**src/rtl/z80bus_pkg.sv**
```systemverilog
`default_nettype none
// ============================================================================
// Module      : z80bus_pkg
// Description : Shared command encodings, bus-state enum and phase constants
//               for the Z80-style bus initiator.
// Revision    : 1.0 - initial release
// ============================================================================
package z80bus_pkg;

    localparam logic [2:0] CMD_M1   = 3'd0;
    localparam logic [2:0] CMD_MRD  = 3'd1;
    localparam logic [2:0] CMD_MWR  = 3'd2;
    localparam logic [2:0] CMD_IORD = 3'd3;
    localparam logic [2:0] CMD_IOWR = 3'd4;

    // Each T-state is split into a high phase followed by a low phase.
    localparam logic PH_H = 1'b0;
    localparam logic PH_L = 1'b1;

    typedef enum logic [2:0] {
        ST_IDLE = 3'd0,
        ST_T1   = 3'd1,
        ST_T2   = 3'd2,
        ST_TW   = 3'd3,
        ST_T3   = 3'd4,
        ST_T4   = 3'd5
    } bus_state_t;

    // Undefined encodings behave as a plain memory read.
    function automatic logic [2:0] norm_cmd(input logic [2:0] t);
        return (t > CMD_IOWR) ? CMD_MRD : t;
    endfunction

endpackage
`default_nettype wire

```
**src/rtl/z80bus_rfsh.sv**
```systemverilog
`default_nettype none
// ============================================================================
// Module      : z80bus_rfsh
// Description : 7-bit refresh (R) counter and the refresh address mux.
//               Only instantiated when Z80BUS_REFRESH_EN is defined.
// Revision    : 1.0 - initial release
// ============================================================================
module z80bus_rfsh (
    input  logic        clk,
    input  logic        rst,
    input  logic        i_inc,
    input  logic        i_sel,
    input  logic [7:0]  i_ireg,
    input  logic [15:0] i_addr,
    output logic [15:0] o_addr
);

    logic [6:0] r_r;

    // R advances once per completed opcode fetch, wrapping at 128.
    always_ff @(posedge clk) begin
        if (rst) begin
            r_r <= 7'd0;
        end else if (i_inc) begin
            r_r <= r_r + 7'd1;
        end
    end

    assign o_addr = i_sel ? {i_ireg, 1'b0, r_r} : i_addr;

endmodule
`default_nettype wire

```
**src/rtl/z80_bus_master.sv**
```systemverilog
`default_nettype none
// ============================================================================
// Module      : z80_bus_master
// Description : T-state accurate Z80-style bus initiator. Turns single
//               commands into MREQ/IOREQ/RD/WR/M1/RFSH strobe sequences and
//               honours n_WAIT. Optional refresh cycle support is enabled
//               with the Z80BUS_REFRESH_EN macro.
// Revision    : 1.0 - initial release
// ============================================================================
module z80_bus_master
    import z80bus_pkg::*;
(
    input  logic        OSC,
    input  logic        RST,
    input  logic        cmd_valid,
    output logic        cmd_ready,
    input  logic [2:0]  cmd_type,
    input  logic [15:0] cmd_addr,
    input  logic [7:0]  cmd_wdata,
    input  logic [7:0]  I_REG,
    output logic        rsp_valid,
    output logic [7:0]  rsp_data,
    output logic [15:0] A,
    output logic [7:0]  D_out,
    output logic        D_oe,
    input  logic [7:0]  D_in,
    output logic        n_M1,
    output logic        n_MREQ,
    output logic        n_IOREQ,
    output logic        n_RD,
    output logic        n_WR,
    output logic        n_RFSH,
    input  logic        n_WAIT
);

    bus_state_t  r_state, w_state_nxt;
    logic        r_phase, w_phase_nxt;
    logic [2:0]  r_cmd;
    logic [15:0] r_addr;
    logic [7:0]  r_wdata;
    logic [7:0]  r_rsp_data;
    logic        w_capture;

    logic w_is_m1, w_is_io, w_is_rd;
    logic w_h, w_l, w_t1l, w_t2l, w_mid, w_t3h, w_t3l, w_t4h, w_t4l, w_t34;
    logic w_last, w_ready, w_accept;

    assign w_is_m1 = (r_cmd == CMD_M1);
    assign w_is_io = (r_cmd == CMD_IORD) || (r_cmd == CMD_IOWR);
    assign w_is_rd = (r_cmd == CMD_MRD)  || (r_cmd == CMD_IORD);

    assign w_h   = (r_phase == PH_H);
    assign w_l   = (r_phase == PH_L);
    assign w_t1l = (r_state == ST_T1) && w_l;
    assign w_t2l = (r_state == ST_T2) && w_l;
    assign w_mid = (r_state == ST_T2) || (r_state == ST_TW);
    assign w_t3h = (r_state == ST_T3) && w_h;
    assign w_t3l = (r_state == ST_T3) && w_l;
    assign w_t4h = (r_state == ST_T4) && w_h;
    assign w_t4l = (r_state == ST_T4) && w_l;
    assign w_t34 = (r_state == ST_T3) || (r_state == ST_T4);

    // The final L phase of a cycle can accept the next command directly.
    assign w_last   = w_is_m1 ? w_t4l : w_t3l;
    assign w_ready  = (r_state == ST_IDLE) || w_last;
    assign w_accept = cmd_valid && w_ready;

    // State, phase and captured command/response registers.
    always_ff @(posedge OSC) begin
        if (RST) begin
            r_state    <= ST_IDLE;
            r_phase    <= PH_H;
            r_cmd      <= CMD_M1;
            r_addr     <= 16'h0000;
            r_wdata    <= 8'h00;
            r_rsp_data <= 8'h00;
        end else begin
            r_state <= w_state_nxt;
            r_phase <= w_phase_nxt;
            if (w_accept) begin
                r_cmd   <= norm_cmd(cmd_type);
                r_addr  <= cmd_addr;
                r_wdata <= cmd_wdata;
            end
            if (w_capture) begin
                r_rsp_data <= D_in;
            end
        end
    end

    // Next state/phase, wait insertion and read-data capture strobe.
    always_comb begin
        w_state_nxt = r_state;
        w_phase_nxt = r_phase;
        w_capture   = 1'b0;
        if (r_state == ST_IDLE) begin
            if (cmd_valid) begin
                w_state_nxt = ST_T1;
                w_phase_nxt = PH_H;
            end
        end else if (w_h) begin
            w_phase_nxt = PH_L;
            // MEM/IO reads latch data at the end of T3H.
            if ((r_state == ST_T3) && w_is_rd) begin
                w_capture = 1'b1;
            end
        end else begin
            w_phase_nxt = PH_H;
            case (r_state)
                ST_T1:   w_state_nxt = ST_T2;
                // IO always takes one TW; memory waits only if n_WAIT is low.
                ST_T2:   w_state_nxt = (w_is_io || !n_WAIT) ? ST_TW : ST_T3;
                ST_TW:   w_state_nxt = n_WAIT ? ST_T3 : ST_TW;
                ST_T3:   w_state_nxt = w_is_m1 ? ST_T4 : ST_IDLE;
                default: w_state_nxt = ST_IDLE;
            endcase
            // Opcode fetch latches data when leaving the last T2L/TWL.
            if (w_is_m1 && w_mid && (w_state_nxt == ST_T3)) begin
                w_capture = 1'b1;
            end
            if (w_last && cmd_valid) begin
                w_state_nxt = ST_T1;
            end
        end
    end

`ifdef Z80BUS_REFRESH_EN
    logic w_rfsh_sel;
    assign w_rfsh_sel = w_is_m1 && w_t34;

    z80bus_rfsh u_rfsh (
        .clk    (OSC),
        .rst    (RST),
        .i_inc  (w_is_m1 && w_t4l),
        .i_sel  (w_rfsh_sel),
        .i_ireg (I_REG),
        .i_addr (r_addr),
        .o_addr (A)
    );
    assign n_RFSH = !w_rfsh_sel;
`else
    logic w_unused_ireg;
    assign w_unused_ireg = &{1'b0, I_REG};
    assign A      = r_addr;
    assign n_RFSH = 1'b1;
`endif

    // Strobe decode from the current state, phase and command.
    always_comb begin
        n_M1    = 1'b1;
        n_MREQ  = 1'b1;
        n_IOREQ = 1'b1;
        n_RD    = 1'b1;
        n_WR    = 1'b1;
        D_oe    = 1'b0;
        case (r_cmd)
            CMD_M1: begin
                n_M1   = !((r_state == ST_T1) || w_mid);
                n_RD   = !(w_t1l || w_mid);
`ifdef Z80BUS_REFRESH_EN
                n_MREQ = !(w_t1l || w_mid || w_t3l || w_t4h);
`else
                n_MREQ = !(w_t1l || w_mid);
`endif
            end
            CMD_MRD: begin
                n_MREQ = !(w_t1l || w_mid || w_t3h);
                n_RD   = !(w_t1l || w_mid || w_t3h);
            end
            CMD_MWR: begin
                n_MREQ = !(w_t1l || w_mid || w_t3h);
                n_WR   = !(w_t2l || (r_state == ST_TW) || w_t3h);
                D_oe   = w_t1l || w_mid || (r_state == ST_T3);
            end
            CMD_IORD: begin
                n_IOREQ = !(w_mid || w_t3h);
                n_RD    = !(w_mid || w_t3h);
            end
            CMD_IOWR: begin
                n_IOREQ = !(w_mid || w_t3h);
                n_WR    = !(w_mid || w_t3h);
                D_oe    = w_t1l || w_mid || (r_state == ST_T3);
            end
            default: begin
                n_M1 = 1'b1;
            end
        endcase
    end

    assign cmd_ready = w_ready && !RST;
    assign rsp_valid = !RST && ((w_is_m1 && w_t3h) || (w_is_rd && w_t3l));
    assign rsp_data  = r_rsp_data;
    assign D_out     = r_wdata;

endmodule
`default_nettype wire

```
**config.mk**
```make
export PLATFORM = sky130hd
export DESIGN_NAME = z80_bus_master
export DESIGN_NICKNAME = d
export VERILOG_FILES = /design/src/rtl/z80bus_pkg.sv /design/src/rtl/z80bus_rfsh.sv /design/src/rtl/z80_bus_master.sv
export SDC_FILE = /design/constraint.sdc
export NUM_CORES = 1
export LEC_CHECK = 0
export CAP_MARGIN = 20
export CORE_ASPECT_RATIO = 0.9
export CORE_MARGIN = 2
export CORE_UTILIZATION = 38
export CTS_BUF_LIST = sky130_fd_sc_hd__clkbuf_8
export CTS_CLUSTER_DIAMETER = 30
export DETAILED_ROUTE_END_ITERATION = 16
export PLACE_DENSITY_LB_ADDON = 0.2
export SYNTH_ARGS = -nofsm -noshare
export SYNTH_HDL_FRONTEND = slang
export SYNTH_HIERARCHICAL = 1
export SYNTH_SLANG_ARGS = --single-unit
```
**constraint.sdc**
```tcl
create_clock -name OSC -period 1.8 [get_ports OSC]
set_clock_uncertainty 0.15 [all_clocks]
set_input_delay 0.36 -clock OSC [delete_from_list [all_inputs] [get_ports OSC]]
set_output_delay 0.36 -clock OSC [all_outputs]
set_load 0.1 [all_outputs]
```
Word level (Yosys, flattened, before mapping). Index checks and enable logic that the tools add are counted.

Magnitude comparators: 1. Equality and inequality tests: 11. Muxes and demuxes: 25. Bitwise operators: 1. Reductions and logical operators: 41.

Operators with widths (count): $mux 3 (10); $logic_and 1x1->1 (14); $logic_or 1x1->1 (13); $eq 3x2->1 const B (4); $eq 3x3->1 const B (4); $pmux 3 s4 (1); $mux 1 (11); $logic_not 1->1 (7); $eq 3x1->1 const B (2); $logic_not 3->1 (2); $reduce_or 2->1 (3); $pmux 1 s2 (2); $gt 3x3->1 const B (1); $pmux 1 s3 (1); $ne 2x2->1 const B (1); $reduce_and 2->1 (1); $reduce_bool 2->1 (1); $not 1->1 (1).

Register bits after elaboration: 39. Bits of input ports: 47. Output and inout bits: 41.

Depth between registers and ports, before layout.
Word-level depth: 12. Depth in mapped cells: 6.

Worst setup path before layout. Ideal clock, no wire load.

Kind: register -> output. Start point: reg r_state[0]. End point: out rsp_valid. Arrival time: 3.902 ns. Data required time: 1.290 ns. Setup slack: -2.612 ns. Cell stages (with the launch flop): 5. Path buffers: 1. Path through: dfxtp_1 -> clkbuf_1 -> nor2_1 -> and2_1 -> nor4b_1.

Cells in the longest elaborated chain, start to end: 5. Elaborated cells between the ends (all ways): 7. Classes of those cells: 1 x eq/ne; 6 x reduce/logical.

Ends and longest elaborated chain: start, declared (RTL line z80_bus_master.sv:36) `bus_state_t r_state, w_state_nxt;`; start signal, assigned (RTL line z80_bus_master.sv:78) `r_state <= w_state_nxt;`; $eq 3x3->1 (*) (RTL line z80_bus_master.sv:57, z80_bus_master.sv:58); $logic_and 1x1->1, on equally long branches (RTL line z80_bus_master.sv:57, z80_bus_master.sv:58); $logic_and 1x1->1 (RTL line z80_bus_master.sv:191) `assign rsp_valid = !RST && ((w_is_m1 && w_t3h) || (w_is_rd && w_t3l));`; $logic_or 1x1->1 (*) (RTL line z80_bus_master.sv:191); $logic_and 1x1->1 (*) (RTL line z80_bus_master.sv:191); end, declared (RTL line z80_bus_master.sv:21) `output logic rsp_valid,`.

Mark *: on every way between the ends. The rest lies on a longest branch, timed or not.

Worst setup path in the final report.
Start point: reg r_cmd[0]. End point: out n_M1.

Cells in the longest elaborated chain, start to end: 2.

Ends and longest elaborated chain: start, declared (RTL line z80_bus_master.sv:38) `logic [2:0] r_cmd;`; start signal, assigned (RTL line z80_bus_master.sv:81) `r_cmd <= norm_cmd(cmd_type);`; $logic_not 3->1 (RTL line z80_bus_master.sv:156) `case (r_cmd)`; $mux 1 (RTL line z80_bus_master.sv:156); end, declared (RTL line z80_bus_master.sv:27) `output logic n_M1,`.

Every way passes these cells.

==> flow_summary.ini <==
[run_status]
violations = negative setup slack
outcome = finished, violations left

[synthesis]
netlist_instances = 226
netlist_area_um2 = 1838
synth_warnings = 6
syn_area_per_cell_um2 = 8.133
syn_nets = 273
seq_area_frac_synth_pct = 42.48
ys_ff_latch = 39
yosysUniqueCellTypes = 39

[route]
drt-initial-drc-count = 123
drt-pass1-iter-count = 4
wirelength_met1_um = 2529
detail_route.drc_violations = 0
drt_wirelength_um = 6777
dr_wl_met2_um = 3715
routed-via-count = 2119
routed_via_density = 5.490
number_of_nets_with_antenna_violations_after_detailed_routing = 0
post_drt_wl_per_cell_um = 17.56
route.met3.wl_um = 385
highest_layer = met4

[finish]
multi_input_comb_area_um2 = 1319
finish.utilization_pct = 85.33
nFillCells = 247
diodes = 0
seqCellArea_um2 = 804.5
drive_above_1_share_pct = 48.15
post-route-cell-area_um2 = 3880
finalNonFillerCells = 386
nNetsFinal = 372
area_growth_syn_to_layout_pct = 111.1

[placed_design]
detailed_place.area_um2 = 3318
portbufs = 78
pre_cts_slack_ns = -0.1857
dp_hpwl_um = 3870
placed_cells_incl_taps = 369
place_congestion = 0.7800

[setup_path]
regToRegStartpoint = r_state[0]$_SDFFE_PP0P_
critical_path.top_delay_family = simple AND/OR/NAND/NOR gates
cpMostUsedCell = sky130_fd_sc_hd__or3_4
setup.worst_path.class = reg -> out
crit_path_max_incr_delay_ns = 0.40
cp.required_ns = 1.29
crit_chain = or3_4 -> or3_4 -> buf_12
critical_path_arrival_ns = 1.58
worst-r2r-cell-count = 7
worst_setup_path_end_kind = output port
crit_fanout = 6
r2r_slack_ns = -0.14
setup.worst_path.start_class = flip-flop
timing.critical_path.buf_inv = 1
r2r-end = r_cmd[1]$_SDFFE_PP0P_
critical_path.slowest_cell = sky130_fd_sc_hd__or3_4

[grt]
grt_pass1_vias = 2135
overflow = 0
first_pass_grt_wire_length_um = 10200
gr-usage-all-layers_pct = 23.35
number_of_antenna_violations_at_the_first_check_in_global_routing = 0
grt_start_max_net_pins = 30

[min_path]
min-delay-path-class = reg -> reg
hp-start = A[15]$_SDFFE_PP0P_
timing.hold.worst_endpoint = A[15]$_SDFFE_PP0P_
timing.hold.worst_path_depth = 2

[pwr]
power.density_nw_per_um2 = 794.1
p_leak_nw = 1.410
ir_drop_mv = 0.4746
power_mw = 3.081

[clock_tree]
clock-sinks = 39
clk-insertion-delay-late_ns = 0.28
clock_tree.root_cell = sky130_fd_sc_hd__clkbuf_8
ctsHtreeMaxLevel = 2
cts_tree = done
cts-root-to-sink-buffers = 2
cts_made_buffers = 5
path_clk_slew_ns = 0.07

[timing]
rsz_0062_raised_after_global_routing = yes
setup-violations-final = 35
maxSlewViolCount = 0
timing.final.crit_share_pct = 116.2
setup_ws_ns = -0.2913
timing.hold.ws_ns = 0.3673
finalHoldViolations = 0
finalWorstPathRequiredPeriod_ns = 2.091
setup-tns-final_ns = -4.540
clock.fmax_mhz = 478.2

[die]
rows = 23
die_area_um2 = 5410
design.core.area_um2 = 4547
fp.dieH_um = 69.98
chipWidth_um = 77.31
start_util_pct = 40.42
io_pins = 88

[flow_run]
cap_viol_max_count = 0
[layout by cell type (no fill, tap or decap), types with 3 or more instances in the layout]
cell,synthesis,layout
sky130_fd_sc_hd__a21oi_1,34,21
sky130_fd_sc_hd__a21oi_2,0,11
sky130_fd_sc_hd__buf_12,0,46
sky130_fd_sc_hd__buf_4,1,18
sky130_fd_sc_hd__buf_6,4,10
sky130_fd_sc_hd__clkbuf_8,0,5
sky130_fd_sc_hd__clkdlybuf4s50_1,0,38
sky130_fd_sc_hd__dfxtp_1,39,32
sky130_fd_sc_hd__dfxtp_4,0,6
sky130_fd_sc_hd__mux2i_1,8,8
sky130_fd_sc_hd__nand2_1,5,3
sky130_fd_sc_hd__nand2b_1,3,3
sky130_fd_sc_hd__nand3_1,25,4
sky130_fd_sc_hd__nand3_2,0,20
sky130_fd_sc_hd__nor2_1,18,13
sky130_fd_sc_hd__nor2_4,0,3
sky130_fd_sc_hd__nor3_1,8,5
sky130_fd_sc_hd__o21ai_0,20,9
sky130_fd_sc_hd__o21ai_1,10,17
sky130_fd_sc_hd__o21ai_2,0,3
[synth_stat cells]
master / number / area [µm²]
sky130_fd_sc_hd__dfxtp_1: 39 / 780.8
sky130_fd_sc_hd__a21oi_1: 34 / 170.2
sky130_fd_sc_hd__nand3_1: 25 / 125.1
sky130_fd_sc_hd__o21ai_0: 20 / 100.1
sky130_fd_sc_hd__nor2_1: 18 / 67.56
sky130_fd_sc_hd__clkbuf_1: 12 / 45.04
sky130_fd_sc_hd__o21ai_1: 10 / 50.05
sky130_fd_sc_hd__mux2i_1: 8 / 80.08
sky130_fd_sc_hd__nor3_1: 8 / 40.04
sky130_fd_sc_hd__nand2_1: 5 / 18.77
sky130_fd_sc_hd__buf_1: 4 / 15.01
sky130_fd_sc_hd__buf_6: 4 / 45.04
sky130_fd_sc_hd__nand2b_1: 3 / 18.77
sky130_fd_sc_hd__nor2b_1: 3 / 18.77
sky130_fd_sc_hd__nor3b_1: 3 / 22.52
sky130_fd_sc_hd__or3_1: 3 / 18.77
sky130_fd_sc_hd__a21o_1: 2 / 15.01
sky130_fd_sc_hd__a31oi_1: 2 / 12.51
sky130_fd_sc_hd__buf_2: 2 / 10.01
sky130_fd_sc_hd__nand4b_1: 2 / 17.52
sky130_fd_sc_hd__a2111o_1: 1 / 11.26
sky130_fd_sc_hd__a2111oi_0: 1 / 8.760
sky130_fd_sc_hd__a21boi_0: 1 / 7.510
sky130_fd_sc_hd__a31o_2: 1 / 8.760
sky130_fd_sc_hd__a31oi_4: 1 / 21.27
sky130_fd_sc_hd__a32o_1: 1 / 10.01
sky130_fd_sc_hd__and2_1: 1 / 6.260
sky130_fd_sc_hd__and4b_1: 1 / 10.01
sky130_fd_sc_hd__buf_4: 1 / 7.510
sky130_fd_sc_hd__conb_1: 1 / 3.750
sky130_fd_sc_hd__nand3b_1: 1 / 7.510
sky130_fd_sc_hd__nand4_1: 1 / 6.260
sky130_fd_sc_hd__nor4_1: 1 / 6.260
sky130_fd_sc_hd__nor4b_1: 1 / 8.760
sky130_fd_sc_hd__o21a_1: 1 / 7.510
sky130_fd_sc_hd__o21bai_1: 1 / 7.510
sky130_fd_sc_hd__o31ai_2: 1 / 12.51
sky130_fd_sc_hd__or2_2: 1 / 6.260
sky130_fd_sc_hd__xnor2_1: 1 / 8.760
[flip-flops by register name (all words and copies together) (netlist names)]
register and count:
rsp_data 8, r_cmd 3, A 16, D_out 8, r_state 3, r_phase 1
[worst max-delay path by stage]
stage / startpoint / end / cells after the start
2_1_floorplan: r_phase$_SDFFE_PP0P_ / rsp_valid / 4
3_3_place_gp: RST / cmd_ready / 4
3_5_place_dp: RST / cmd_ready / 4
4_1_cts: r_cmd[0]$_SDFFE_PP0P_ / n_M1 / 3
5_1_grt: r_cmd[0]$_SDFFE_PP0P_ / n_M1 / 3
6_report: r_cmd[0]$_SDFFE_PP0P_ / n_M1 / 3
[worst reg2reg max path: stages, from the launching register on]
cell,delay (ns)
sky130_fd_sc_hd__dfxtp_4,0.36
sky130_fd_sc_hd__a2111o_1,0.48
sky130_fd_sc_hd__buf_6,0.14
sky130_fd_sc_hd__buf_6,0.11
sky130_fd_sc_hd__a31o_4,0.26
sky130_fd_sc_hd__buf_12,0.16
sky130_fd_sc_hd__nand4b_1,0.09
sky130_fd_sc_hd__a21oi_1,0.07
[repair_timing]
item                       in CTS  in global routing
buffers inserted                7                  4
hold buffers                    0                  0
pin swaps                      14                 10
gates resized for setup        56                 42
setup endpoints to repair      24                 35
cloned                          1                  0
[cell families after synthesis]
family / Yosys count / share of synthesized area (%)
compound gates: 77 / 24.10
xor+xnor: 1 / 0.4766
buf+inv: 23 / 6.671
flops: 39 / 42.48
mux: 8 / 4.357
other cells: 1 / 0.2040
simple gates: 77 / 21.72
[final cells by class]
class / instances / area share (%)
Clock buffer: 5 / 1.774
Tap cell: 62 / 1.999
Multi-Input combinational cell: 164 / 33.99
Clock inverter: 1 / 0.09674
Sequential cell: 39 / 20.74
Timing Repair Buffer: 115 / 41.41
[power breakdown]
group / internal (mW) / leakage (nW) / switching (mW)
Clock: 0.253 / 0.0413 / 0.285
Combinational: 0.635 / 1.05 / 0.896
Sequential: 0.925 / 0.323 / 0.0869
Total: 1.81 / 1.41 / 1.27
[layer usage]
metal	track usage [%]	vias to the layer above
met4	7.540	0
met1	27.14	1024
met2	41.26	75
li1	-	1008
met5	0	-
met3	6.589	12
(Power assumes the default switching activity.)
